### src/rtl/obstacle_scheduler.sv
// Run-time controller for scrolling obstacle pairs: scroll tick, slot spawn/retire,
// speed-up schedule, score and collision-driven endgame.
module obstacle_scheduler #(
    parameter int unsigned N_SLOTS        = 3,
    parameter int unsigned SPAWN_X        = 750,
    parameter int unsigned TICK_DIV_INIT  = 4_000_000,
    parameter int unsigned TICK_DIV_MIN   = 1_000_000,
    parameter int unsigned DIV_STEP       = 250_000,
    parameter int unsigned SPAWN_TICKS    = 250,
    parameter int unsigned SPEEDUP_SPAWNS = 4,
    parameter int unsigned GAP_Y_MIN      = 100,
    parameter int unsigned GAP_H          = 150,
    parameter int unsigned PLAYER_X_MAX   = 64,
    parameter int unsigned H_OF_REC       = 64
) (
    input  logic                      clk,
    input  logic                      rst_n,
    input  logic                      start,
    input  logic [11:0]               player_ypos,
    output logic                      tick,
    output logic [N_SLOTS-1:0]        slot_active,
    output logic [12*N_SLOTS-1:0]     slot_xpos,
    output logic [12*N_SLOTS-1:0]     slot_gap_y,
    output logic [9:0]                score,
    output logic                      endgame
);

    localparam int unsigned DIV_W     = $clog2(TICK_DIV_INIT + 1);
    localparam int unsigned SPW       = $clog2(SPAWN_TICKS + 1);
    localparam int unsigned SNW       = $clog2(SPEEDUP_SPAWNS + 1);
    localparam int unsigned SCORE_MAX = 999;

    typedef enum logic [1:0] {IDLE = 2'd0, RUN = 2'd1, OVER = 2'd2} state_t;

    state_t                  state, state_nx;
    logic                    tick_nx, endgame_nx;
    logic [N_SLOTS-1:0]      active_nx;
    logic [12*N_SLOTS-1:0]   xpos_nx, gap_nx;
    logic [9:0]              score_nx;
    logic [DIV_W-1:0]        div_cnt, div_cnt_nx, cur_div, cur_div_nx;
    logic [SPW-1:0]          spawn_cnt, spawn_cnt_nx;
    logic [SNW-1:0]          spawn_num, spawn_num_nx;
    logic [7:0]              lfsr, lfsr_nx;
    logic                    hit, tick_evt, spawn_due, spawn_ok;
    logic [N_SLOTS-1:0]      spawn_oh;

    // State and datapath registers
    always_ff @(posedge clk or negedge rst_n) begin
        if (!rst_n) begin
            state       <= IDLE;
            tick        <= 1'b0;
            slot_active <= '0;
            slot_xpos   <= '0;
            slot_gap_y  <= '0;
            score       <= '0;
            endgame     <= 1'b0;
            div_cnt     <= '0;
            cur_div     <= DIV_W'(TICK_DIV_INIT);
            spawn_cnt   <= '0;
            spawn_num   <= '0;
            lfsr        <= 8'hA5;
        end else begin
            state       <= state_nx;
            tick        <= tick_nx;
            slot_active <= active_nx;
            slot_xpos   <= xpos_nx;
            slot_gap_y  <= gap_nx;
            score       <= score_nx;
            endgame     <= endgame_nx;
            div_cnt     <= div_cnt_nx;
            cur_div     <= cur_div_nx;
            spawn_cnt   <= spawn_cnt_nx;
            spawn_num   <= spawn_num_nx;
            lfsr        <= lfsr_nx;
        end
    end

    // Player rectangle outside the gap of any active slot in the player column
    always_comb begin
        hit = 1'b0;
        for (int i = 0; i < int'(N_SLOTS); i++) begin
            if (slot_active[i] && (slot_xpos[12*i +: 12] <= 12'(PLAYER_X_MAX)) &&
                ((13'(player_ypos) < 13'(slot_gap_y[12*i +: 12])) ||
                 (13'(player_ypos) + 13'(H_OF_REC) > 13'(slot_gap_y[12*i +: 12]) + 13'(GAP_H))))
                hit = 1'b1;
        end
    end

    assign tick_evt  = (state == RUN) && !hit && (div_cnt == cur_div - DIV_W'(1));
    assign spawn_due = (spawn_cnt == SPW'(SPAWN_TICKS - 1));
    // Lowest clear bit of slot_active; zero when every slot is busy
    assign spawn_oh  = ~slot_active & (slot_active + N_SLOTS'(1));
    assign spawn_ok  = spawn_due && (|spawn_oh);

    always_comb begin
        state_nx = state;
        case (state)
            IDLE:    if (start) state_nx = RUN;
            RUN:     if (hit)   state_nx = OVER;
            OVER:    if (start) state_nx = RUN;
            default: state_nx = IDLE;
        endcase
    end

    always_comb begin
        tick_nx      = 1'b0;
        active_nx    = slot_active;
        xpos_nx      = slot_xpos;
        gap_nx       = slot_gap_y;
        score_nx     = score;
        endgame_nx   = endgame;
        div_cnt_nx   = div_cnt;
        cur_div_nx   = cur_div;
        spawn_cnt_nx = spawn_cnt;
        spawn_num_nx = spawn_num;
        lfsr_nx      = {lfsr[6:0], lfsr[7] ^ lfsr[5] ^ lfsr[4] ^ lfsr[3]};
        case (state)
            IDLE, OVER: begin
                // Fresh game; spawn counter preset so the first tick spawns
                if (start) begin
                    active_nx    = '0;
                    xpos_nx      = '0;
                    gap_nx       = '0;
                    score_nx     = '0;
                    endgame_nx   = 1'b0;
                    div_cnt_nx   = '0;
                    cur_div_nx   = DIV_W'(TICK_DIV_INIT);
                    spawn_cnt_nx = SPW'(SPAWN_TICKS - 1);
                    spawn_num_nx = '0;
                end
            end
            RUN: begin
                if (hit) begin
                    endgame_nx = 1'b1;
                end else begin
                    div_cnt_nx = tick_evt ? '0 : div_cnt + DIV_W'(1);
                    if (tick_evt) begin
                        tick_nx      = 1'b1;
                        spawn_cnt_nx = spawn_due ? '0 : spawn_cnt + SPW'(1);
                        for (int i = 0; i < int'(N_SLOTS); i++) begin
                            if (slot_active[i]) begin
                                if (slot_xpos[12*i +: 12] == 12'd0) begin
                                    active_nx[i] = 1'b0;
                                    if (score_nx != 10'(SCORE_MAX))
                                        score_nx = score_nx + 10'd1;
                                end else begin
                                    xpos_nx[12*i +: 12] = slot_xpos[12*i +: 12] - 12'd1;
                                end
                            end
                            if (spawn_ok && spawn_oh[i]) begin
                                active_nx[i]        = 1'b1;
                                xpos_nx[12*i +: 12] = 12'(SPAWN_X);
                                gap_nx[12*i +: 12]  = 12'(GAP_Y_MIN) + 12'(lfsr);
                            end
                        end
                        if (spawn_ok) begin
                            if (spawn_num == SNW'(SPEEDUP_SPAWNS - 1)) begin
                                spawn_num_nx = '0;
                                cur_div_nx   = (32'(cur_div) >= TICK_DIV_MIN + DIV_STEP) ?
                                               cur_div - DIV_W'(DIV_STEP) : DIV_W'(TICK_DIV_MIN);
                            end else begin
                                spawn_num_nx = spawn_num + SNW'(1);
                            end
                        end
                    end
                end
            end
            default: ;
        endcase
    end

endmodule

### config.mk
export PLATFORM = sky130hd
export DESIGN_NAME = obstacle_scheduler
export DESIGN_NICKNAME = d
export VERILOG_FILES = /design/src/rtl/obstacle_scheduler.sv
export SDC_FILE = /design/constraint.sdc
export NUM_CORES = 1
export LEC_CHECK = 0
export ABC_AREA = 1
export BUFFER_PORTS_ARGS = -buffer_cell sky130_fd_sc_hd__buf_2
export CORE_MARGIN = 1.5
export CORE_UTILIZATION = 50
export CTS_BUF_LIST = sky130_fd_sc_hd__clkbuf_16
export DETAILED_ROUTE_END_ITERATION = 8
export PLACE_DENSITY = 0.69
export SETUP_SLACK_MARGIN = 0.5
export SLEW_MARGIN = 0
export SYNTH_ARGS = -nofsm -noshare
export SYNTH_HDL_FRONTEND = slang
export SYNTH_SLANG_ARGS = --single-unit
### constraint.sdc
create_clock -name clk -period 9.75 [get_ports clk]
set_clock_uncertainty 0.15 [all_clocks]
set_input_delay 0.4875 -clock clk [delete_from_list [all_inputs] [get_ports clk]]
set_output_delay 0.4875 -clock clk [all_outputs]
set_load 0.05 [all_outputs]
* After elaboration in Yosys (flattened, before gate mapping) *
Index checks and enable logic that the tools add are counted.

storage, ports and cells
  bits in registers = 152
  bits of input ports = 15
  word-level logic and storage cells = 190
  output and inout port bits = 87

operators by class
  $add $sub $neg = 17
  bitwise logic cells = 5
  $lt $le $gt $ge = 10
  mux-type cells = 84
  equal/unequal tests = 23
  reduce and logical (&&, ||, !) cells = 35

operators with widths
  kind                    number
  $mux 22                 9
  $mux 10                 18
  $mux 36                 5
  $mux 12                 12
  $pmux 36 s2             2
  $pmux 22 s2             2
  $add 12x8->13 const B   3
  $gt 13x13->1            3
  $le 12x7->1 const B     3
  $logic_not 12->1        3
  $lt 12x12->1            3
  $sub 12x1->12 const B   3
  $mux 8                  4
  $add 10x1->10 const B   3
  $ne 10x10->1 const B    3
  $reduce_and 6->1        4
  $add 22x1->22 const B   1
  $eq 22x22->1            1
  $ge 22x21->1 const B    1
  $sub 22x1->22 const B   1
  $sub 22x18->22 const B  1
  $mux 3                  7
  $pmux 10 s2             1
  $reduce_and 5->1        4
  other kinds (30)        77

* Logic depth before layout (Yosys ltp) *
  depth in word-level cells = 27
  mapped depth = 28
  mapped depth without buffers = 26

* Least setup slack after synthesis *
OpenSTA, ideal clock, no wires.

  path kind = reg2reg
  start = register slot_gap_y[25]
  end = register div_cnt[5]
  required time = 9,481 ps
  buffers on the path = 2
  clock period less this slack = 3,777 ps
  arrival time = 3,508 ps
  cell stages (with the launch flop) = 22
  setup slack = 5,973 ps
  setup time = 119 ps
  cells stage by stage = dfrtp_1 -> inv_1 -> ha_1 -> o21ai_0 -> nand3_1 -> xor2_1 -> ha_1 -> nand2_1 -> nor2_1 -> a211oi_1 -> o21ai_0 -> a21oi_1 -> o21bai_1 -> nand3_1 -> nand3_1 -> nand4_1 -> buf_2 -> nand2_1 -> clkbuf_1 -> nand3_1 -> nand2_1 -> nor2_1

between the ends
  word-level cells in the longest chain between the ends = 11
  elaborated cells between the ends (all ways) = 14
  classes of those cells = add/sub (1); order compare (2); eq/ne (1); mux (4); reduce/logical (6)

RTL lines
  element                          line  source
  start: declaration               23    output logic [12*N_SLOTS-1:0] slot_gap_y,
  start signal: assignment         67    slot_gap_y <= gap_nx;
  $add 12x8->13                    84    (13'(player_ypos) + 13'(H_OF_REC) > 13'(slot_gap_y[12*i +: 12]) + 13'(GAP_H))))
  $gt 13x13->1                     84
  $logic_or 1x1->1 (*)             83    ((13'(player_ypos) < 13'(slot_gap_y[12*i +: 12])) ||
  $logic_and 1x1->1 (*)            82    if (slot_active[i] && (slot_xpos[12*i +: 12] <= 12'(PLAYER_X_MAX)) &&
  $mux 1 (*)                       82
  $logic_not 1->1                  89    assign tick_evt = (state == RUN) && !hit && (div_cnt == cur_div - DIV_W'(1));
  $logic_and 1x1->1 (2 in series)  89
  $mux 22                          136   div_cnt_nx = tick_evt ? '0 : div_cnt + DIV_W'(1);
  $mux 22                          133   if (hit) begin
  $pmux 22 s2                      117   case (state)
  end signal: assignment           70    div_cnt <= div_cnt_nx;
  end: declaration                 40    logic [DIV_W-1:0] div_cnt, div_cnt_nx, cur_div, cur_div_nx;

Every way passes the cells marked *; elsewhere a longest branch is shown, timed or not. The select of a mux whose other input is x is not followed.
A chain may end at the register's enable or synchronous reset.

* Final worst setup path *
  start = register slot_gap_y[25]
  end = register slot_xpos[18]

between the ends
  word-level cells in the longest chain between the ends = 10
  elaborated cells between the ends (all ways) = 12
  classes of those cells = add/sub (1); order compare (2); eq/ne (2); mux (1); reduce/logical (6)

RTL lines
  element                          line  source
  $add 12x8->13                    84
  $gt 13x13->1                     84
  $logic_or 1x1->1 (*)             83
  $logic_and 1x1->1 (*)            82
  $mux 1 (*)                       82
  $logic_not 1->1                  89
  $logic_and 1x1->1 (2 in series)  89
  $ne 2x2->1 (no line)             --
  $reduce_and 6->1 (no line) (*)   --
  end signal: assignment           66    slot_xpos <= xpos_nx;
  end: declaration                 22    output logic [12*N_SLOTS-1:0] slot_xpos,

Every way passes the cells marked *; elsewhere a longest branch is shown, timed or not.

==> reports/metrics.cfg <==
[clocking]
path_clk_slew_ns=0.06
cts_buffer_depth=2
post_cts_buffers=0
cts-htree-levels=4
cts.sinks=139
cts_buffers=17
cts_root_buf=clkbuf_16
hold_buffers=0
cts_tree=built
insertion_delay_ns=0.43
cts_resized=0

[cells_and_area]
fin_nets=1824
mostFrequentLayoutCells=490 x nand2_1, 180 x inv_1, 158 x nand3_1
area_growth_pct=10.6
antenna_cells=0
drive_above_1_share=0.101
final_common_cell=nand2_1
fillers=2102

[worst_setup_path]
r2r-start=slot_gap_y[25]$_DFFE_PN0P_
ff2ff_path_depth=21
crit_type=reg2reg
path_max_fanout=63
rrSetupSlack_ns=5.07
endpoint_kind=flip-flop
crit_arrival_ns=4.84
rr_endpoint=slot_xpos[18]$_DFFE_PN0P_
required_ns=9.92
start_kind=flip-flop

[route]
dr_total_vias=11000
drt-pass1-iter-count=5
drtIter0Drc=851
drt-total-wl_mm=31.3
wl_per_cell_um=15.4
drc=0
viasPerCell=5.44
ant_nets=0

[sta]
period_share=0.480
worst_slew_pin_slew_ns=1.07
period_minus_slack_ns=4.68
rsz0062_at_grt=false
maxSlewViolCount=0
hold_violations=16
slew_headroom=0.287
tns_ns=0
finalSetupViolations=0
fin_hold_ws_ns=-0.0301
fmax_mhz=214

[place]
gp_congestion=0.903
hpwl_mm=23.6
placement.io_buffers=92

[flow_run]
max_cap_violations=0

[global_routing]
global_route.usage.met1=0.377
grt.busiest_layer=met2
overflow=0
met3_usage=0.0409
grt_use_total=0.272
grtUsageMet2=0.442
grt_pass1_vias=10300
antenna_found_initial=0
grt_pass1_wl_mm=51.9
grt_max_degree=89

[power]
power_mw=2.60
ir_worst_vdd_uv=124
power_density_nw_per_um2=208
p_leak_nw=6.60

[synthesis]
synthAdderAreaFrac=0.0806
async_reset_ff_frac=1.00
synth_top_family_by_area=simple AND/OR/NAND/NOR gates
synth_seq_area_share=0.308
synth-compound-area-share=0.0807
synth-xor-area-share=0.0741
ys_warn_count=0
ys_types=54
synth-edff-count=0
ys.flop_type=dfrtp_1
ys_seq_elements=139
postSynthAreaPerCell_um2=6.81
synthSimpleGateAreaFrac=0.369
synthCells=1664
synth.area.mux_share=0
synth_area_um2=11300

[outcome]
violations=negative hold slack
outcome=finished with violations

[die]
start_util=0.515
fp.dieH_um=154
die_x_um=154
ios=102
std_cell_rows=54
coreArea_um2=22000
die_area_um2=23600

[worst_hold_path]
hold_path.class=in2async

[final cells by class]
type | count | area, um2 | share of cell area
repair buffers | 97 | 504 | 0.0402
clock inverters | 15 | 176 | 0.0141
clock buffers | 17 | 425 | 0.0340
multi-input cells | 1296 | 6880 | 0.549
flip-flops and latches | 139 | 3490 | 0.279
well taps | 280 | 350 | 0.0280
inverters | 185 | 697 | 0.0556
[worst max-delay path, cell delays in order (launching register included)]
cell	delay [ns]
dfrtp_1	0.41
inv_1	0.08
ha_1	0.22
o21ai_0	0.32
nand3_1	0.20
xor2_1	0.19
ha_1	0.30
nand2_1	0.08
nor2_1	0.05
a211oi_1	0.18
o21ai_0	0.12
a21oi_1	0.12
o21bai_1	0.12
nand3_1	0.12
nand3_1	0.14
nand3_1	0.15
o21ai_4	0.22
nand2_4	0.23
inv_4	0.56
nand2_2	0.32
nand2_1	0.15
nand2_1	0.06
[registers in the layout, summed over array words and instances, names as in the netlist]
name / count
tick: 1
div_cnt: 22
slot_xpos: 36
cur_div: 18
lfsr: 8
endgame: 1
slot_active: 3
slot_gap_y: 27
score: 10
spawn_cnt: 8
spawn_num: 3
state: 2
[per-layer routing]
layer	part of all wire	vias to the layer above
li1	-	5572
met1	0.47	5145
met2	0.46	287
met3	0.049	37
met4	0.017	0
met5	0	-
[synth_stat cells (all sizes together) (7+ instances only)]
| cell type | count | area (um2) |
|---|---|---|
| nand2 | 498 | 1910 |
| inv | 182 | 686 |
| nor2 | 165 | 657 |
| nand3 | 159 | 801 |
| dfrtp | 128 | 3200 |
| o21ai | 76 | 392 |
| xor2 | 74 | 656 |
| ha | 73 | 913 |
| nor3 | 55 | 297 |
| a21oi | 48 | 240 |
| nand4 | 47 | 300 |
| buf | 30 | 209 |
| clkbuf | 22 | 83.8 |
| xnor2 | 21 | 184 |
| dfstp | 11 | 289 |
| nor4 | 11 | 68.8 |
| o211ai | 10 | 75.1 |
| a31oi | 9 | 56.3 |
| or2 | 8 | 50.1 |
| nand3b | 7 | 52.6 |
[through the flow]
stage / hold slack (ns) / setup slack [ns] / utilization / cells / instance area [um2]
final: -0.0301 / 5.07 / 0.569 / 2029 / 12500
after global routing: 0.0262 / 4.67 / 0.569 / 2029 / 12500
after CTS: 0.00660 / 5.18 / 0.569 / 2029 / 12500
after detailed placement: 0.216 / 5.20 / 0.542 / 1997 / 11900
after global placement: 0.221 / 5.38 / 0.542 / 1997 / 11900
after floorplan: 0.0419 / 5.97 / - / 1672 / 11400
[worst max-delay path by stage]
stage	from	to	slack [ns]
final	slot_gap_y[25]$_DFFE_PN0P_	slot_xpos[18]$_DFFE_PN0P_	5.07
after global routing	slot_gap_y[25]$_DFFE_PN0P_	div_cnt[7]$_DFFE_PN0P_	4.67
after CTS	slot_gap_y[25]$_DFFE_PN0P_	slot_xpos[22]$_DFFE_PN0P_	5.18
after detailed placement	slot_gap_y[25]$_DFFE_PN0P_	slot_xpos[20]$_DFFE_PN0P_	5.20
after global placement	slot_gap_y[25]$_DFFE_PN0P_	slot_xpos[26]$_DFFE_PN0P_	5.38
after floorplan	slot_gap_y[25]$_DFFE_PN0P_	div_cnt[5]$_DFFE_PN0P_	5.97
[power by group]
part           switching [mW]  internal [mW]  leakage (nW)
registers               0.136          0.671          1.84
logic                   0.764          0.365          4.47
clock network           0.265          0.402         0.290
total                    1.17           1.44          6.60
[cell families after synthesis]
logic type	Yosys count
simple gates	956
buf+inv	237
compound gates	163
flops	139
xor+xnor	95
fa+ha+maj	73
other cells	1
Note: power is estimated with default switching activity, not from simulation.
